### config.mk
export PLATFORM = sky130hd
export DESIGN_NAME = imem_loader
export DESIGN_NICKNAME = d
export VERILOG_FILES = /design/src/rtl/imem_loader.sv
export SDC_FILE = /design/constraint.sdc
export NUM_CORES = 1
export LEC_CHECK = 0
export BUFFER_PORTS_ARGS = -buffer_cell sky130_fd_sc_hd__buf_2
export CAP_MARGIN = 10
export CORE_MARGIN = 2
export CORE_UTILIZATION = 30
export CTS_CLUSTER_SIZE = 24
export DETAILED_ROUTE_END_ITERATION = 10
export PLACE_DENSITY = 0.57
export SLEW_MARGIN = 20
export SYNTH_ARGS = -nofsm -noshare
export SYNTH_HDL_FRONTEND = slang
export SYNTH_SLANG_ARGS = --single-unit
### constraint.sdc
create_clock -name clk -period 2.1 [get_ports clk]
set_input_delay 0.63 -clock clk [delete_from_list [all_inputs] [get_ports clk]]
set_output_delay 0.63 -clock clk [all_outputs]
set_load 0.01 [all_outputs]
### src/rtl/imem_loader.sv
// Instruction-memory loader: frames a header/count/data/checksum byte stream into
// big-endian 32-bit words. It holds the CPU until a frame loads with a matching checksum.
module imem_loader #(
  parameter int unsigned DEPTH  = 64,
  parameter int unsigned ADDR_W = 8,
  parameter logic [7:0]  HEADER = 8'hA5
) (
  input  logic              clk,
  input  logic              rst,
  input  logic [7:0]        rx_data,
  input  logic              rx_valid,
  output logic              rx_ready,
  input  logic              start,
  output logic              mem_we,
  output logic [ADDR_W-1:0] mem_addr,
  output logic [31:0]       mem_din,
  output logic              cpu_hold,
  output logic              load_done,
  output logic              load_err,
  output logic [7:0]        words_loaded
);

  typedef enum logic [2:0] {
    S_IDLE,
    S_COUNT,
    S_DATA,
    S_CHECK,
    S_DONE,
    S_ERR
  } state_e;

  localparam logic [8:0] DepthMax = 9'(DEPTH);

  state_e            state_q, state_d;
  logic [7:0]        frameLen_q, frameLen_d;
  logic [7:0]        wordsLoaded_q, wordsLoaded_d;
  logic [7:0]        checksum_q, checksum_d;
  logic [1:0]        byteIdx_q, byteIdx_d;
  logic [23:0]       partWord_q, partWord_d;
  logic              memWe_q, memWe_d;
  logic [ADDR_W-1:0] memAddr_q, memAddr_d;
  logic [31:0]       memDin_q, memDin_d;
  logic              accept;

  always_ff @(posedge clk) begin
    if (rst) begin
      state_q       <= S_IDLE;
      frameLen_q    <= '0;
      wordsLoaded_q <= '0;
      checksum_q    <= '0;
      byteIdx_q     <= '0;
      partWord_q    <= '0;
      memWe_q       <= 1'b0;
      memAddr_q     <= '0;
      memDin_q      <= '0;
    end else begin
      state_q       <= state_d;
      frameLen_q    <= frameLen_d;
      wordsLoaded_q <= wordsLoaded_d;
      checksum_q    <= checksum_d;
      byteIdx_q     <= byteIdx_d;
      partWord_q    <= partWord_d;
      memWe_q       <= memWe_d;
      memAddr_q     <= memAddr_d;
      memDin_q      <= memDin_d;
    end
  end

  // start overrides everything, including a byte offered in the same cycle
  always_comb begin
    state_d       = state_q;
    frameLen_d    = frameLen_q;
    wordsLoaded_d = wordsLoaded_q;
    checksum_d    = checksum_q;
    byteIdx_d     = byteIdx_q;
    partWord_d    = partWord_q;
    memWe_d       = 1'b0;
    memAddr_d     = memAddr_q;
    memDin_d      = memDin_q;
    rx_ready      = 1'b0;
    accept        = 1'b0;

    if (start) begin
      if (state_q != S_IDLE) begin
        state_d   = S_IDLE;
        byteIdx_d = '0;
      end
    end else begin
      rx_ready = (state_q == S_IDLE) || (state_q == S_COUNT) ||
                 (state_q == S_DATA) || (state_q == S_CHECK);
      accept   = rx_ready && rx_valid;

      if (accept) begin
        unique case (state_q)
          S_IDLE: begin
            if (rx_data == HEADER) begin
              state_d       = S_COUNT;
              checksum_d    = '0;
              wordsLoaded_d = '0;
              byteIdx_d     = '0;
            end
          end
          S_COUNT: begin
            if ((rx_data == 8'd0) || ({1'b0, rx_data} > DepthMax)) begin
              state_d = S_ERR;
            end else begin
              frameLen_d = rx_data;
              state_d    = S_DATA;
            end
          end
          S_DATA: begin
            partWord_d = {partWord_q[15:0], rx_data};
            checksum_d = checksum_q ^ rx_data;
            byteIdx_d  = byteIdx_q + 2'd1;
            if (byteIdx_q == 2'd3) begin
              memWe_d       = 1'b1;
              memDin_d      = {partWord_q, rx_data};
              memAddr_d     = ADDR_W'(wordsLoaded_q);
              wordsLoaded_d = wordsLoaded_q + 8'd1;
              if (wordsLoaded_d == frameLen_q) begin
                state_d = S_CHECK;
              end
            end
          end
          S_CHECK: begin
            state_d = (rx_data == checksum_q) ? S_DONE : S_ERR;
          end
          default: begin
          end
        endcase
      end
    end
  end

  assign mem_we       = memWe_q;
  assign mem_addr     = memAddr_q;
  assign mem_din      = memDin_q;
  assign words_loaded = wordsLoaded_q;
  assign load_done    = (state_q == S_DONE);
  assign load_err     = (state_q == S_ERR);
  assign cpu_hold     = (state_q != S_DONE);

endmodule

==> impl_metrics.toml <==
[die]
ios = 65
die_area_um2 = 14600
die_h_um = 121
core-area_um2 = 13300
initial_core_util_pct = 30.8
die_w_um = 121
row_count = 42

[timing]
rsz0062_at_grt = "no"
setup_tns_ns = 0
slew_viol_final = 0
final.setup_skew_ns = 0.00421
setup_viol = 0
finalHoldViolCount = 0
worstMarginPinSlew_ns = 0.486
relSlewSlack_pct = 67.6
clock.fmax_mhz = 492
min_period_ns = 2.03
timing.final.ws_setup_ns = 0.0678
finalCritPeriodShare_pct = 96.8
holdWs_ns = 0.451

[pwr]
p_leak_nw = 1.91
peakVddDrop_uv = 475
power.density_nw_per_um2 = 699

[worst_setup_path]
worstRegToRegCells = 6
path_class = "reg2out"
startpoint = "state_q[1]"
cpPeakStageDelay_ns = 0.37
critPathRequiredTime_ns = 1.47
critPathArrivalTime_ns = 1.40
crit_chain = "buf_4, or3_4, inv_1, buf_2"
slowest_stage = "or3_4"
end_kind = "primary output"
r2r-start = "state_q[2]"
worst_r2r_endpoint = "words_loaded[1]"
crit_fanout = 8
startpoint_type = "flip-flop"
rrSetupSlack_ns = 0.21

[yosys]
yosys_warnings = 0
synth_commonest_cells = "135 x nand2_1, 94 x dfxtp_1, 85 x a21oi_1"
synth_area_leaders = "dfxtp_1 46%, nand2_1 12%, a21oi_1 10%"
yosysUniqueCellTypes = 59
synth_most_common_cell = "nand2_1"
netlist_area_um2 = 4090
synth_seq_cells = 94
synth_edf_count = 0
yosysTopAreaCell = "dfxtp_1"
ys_seq_area_share_pct = 46.0
syn_inst = 503
syn_area_per_cell_um2 = 8.13
ys_async_sr_fraction_pct = 0
synth_top_flop_cell = "dfxtp_1"
synth_nets = 517
synth_top_area_share_pct = 46.0

[run_status]
status = "finished clean"

[place]
pre_cts_slack_ns = -0.0691
dpl.hpwl_um = 7290
dpl.cell_count = 731
place_congestion = 0.869
portBuffers = 64

[clock_network]
clkSlewWorstSetupHoldPaths_ns = 0.07
cts_root_buf = "clkbuf_16"
clock_latency_ns = 0.34
numCtsBuffers = 9
clockBufferDepth = 2
ctsHoldBuffers = 0
h-tree-depth = 3
cts_tree = "done"
clock_sinks = 94

[drt]
drt-initial-drc-count = 229
wl_um = 10400
firstDrtPassIters = 4
vias = 3584
wire_per_inst_um = 13.9
drcViolationCount = 0
drt.antenna.violating_nets = 0
viasPerCell = 4.78

[finish]
layout.nets = 583
syn_to_final_growth_pct = 21.6
final_cells = 750
drive_above_1_share_pct = 23.3
diodes = 0

[min_path]
holdPathEnd = "mem_din[23]"
hp-start = "mem_din[23]"
holdCritPathClass = "reg2reg"
hold_depth = 2

[global_route]
antenna_found_initial = 0
grt_pass1_wl_um = 17000
track_usage_pct = 14.6
grt_pass1_vias = 3354
overflow = 0
grt_max_degree = 75

[flow_run]
cap_violations = 0
## final cells by class
cell class | count | area [um^2]
clock inverter | 6 | 52.6
tap | 176 | 220
multi-input combinational | 366 | 1980
inverter | 3 | 11.3
clock buffer | 10 | 239
fill | 1408 | 8320
timing repair buffer | 95 | 578
sequential | 94 | 1890
## power by group
| part | switching [W] | internal, W |
|---|---|---|
| registers | 0.0000000825 | 0.00178 |
| clock network | 0.000723 | 0.000858 |
| logic | 0.0000758 | 0.0000394 |
| total | 0.000799 | 0.00268 |
## state kept, by name (all words and copies together) (netlist names)
register and flops:
mem_din 32, partWord_q 24, checksum_q 8, frameLen_q 8, mem_addr 8, words_loaded 8
state_q 3, byteIdx_q 2, mem_we 1
## cell families after synthesis
kind of cell    Yosys count  synth area share [%]
buf+inv                  43                  5.72
compound gates          116                  16.5
flops                    94                  46.0
mux                       7                  1.71
xor+xnor                 19                  4.07
simple gates            222                  25.4
fa+ha+maj                 2                 0.612
## placed cells by master, fill, tap and decap left out, types with 2 or more instances in the layout
master and instances:
a211oi_1 2, a21oi_1 85, a31oi_1 2, and3_1 4, and4b_1 2, buf_12 2
buf_2 64, buf_4 29, clkbuf_16 9, dfxtp_1 92, dfxtp_4 2, ha_1 2
inv_1 3, inv_6 2, inv_8 2, mux2i_1 7, nand2_1 135, nand2b_1 4
nand3_1 5, nand3b_1 2, nand4_1 2, nor2_1 27, nor3_1 6, nor3b_1 4
nor4_1 2, o2111ai_1 2, o21ai_0 14, or2_0 3, or2_2 4, or3_1 5
xnor2_1 9, xor2_1 10
## per-layer routing
layer	vias to the layer above	GRT usage [%]	routed length (um)
li1	1820	-	-
met1	1664	19.9	5050
met2	84	22.5	4630
met3	16	3.92	573
met4	0	4.58	186
met5	-	0	0
## how the worst max path moves through the flow
stage,cells past startpoint,end,slack [ns]
after floorplan,6,frameLen_q[0],0.04
after global placement,6,frameLen_q[3],-0.03
after detailed placement,6,state_q[0],-0.07
after CTS,4,load_done,0.02
after global routing,4,load_done,0.009
final,4,load_done,0.07
## worst max-delay path: cells and delay by family, from the launching register on
kind                   cells  cell delay, ns
AND/OR/NAND/NOR            1            0.37
buffers and inverters      3            0.34
flip-flops                 1            0.36
## stage by stage
step	utilization, %	area, um^2	total power [W]
2_1_floorplan	-	4090	0.00189
3_3_place_gp	35.0	4650	0.00194
3_5_place_dp	35.0	4650	0.00194
4_1_cts	37.2	4940	0.00353
5_1_grt	37.4	4970	0.00359
6_report	37.4	4970	0.00348
## repair_timing
action                                  CTS  global route
setup buffers                             0             3
endpoints found under the hold margin     0             0
endpoints found under the setup margin    3             2
gates resized for setup                   2             3
Note: power is estimated with default switching activity, not from simulation.
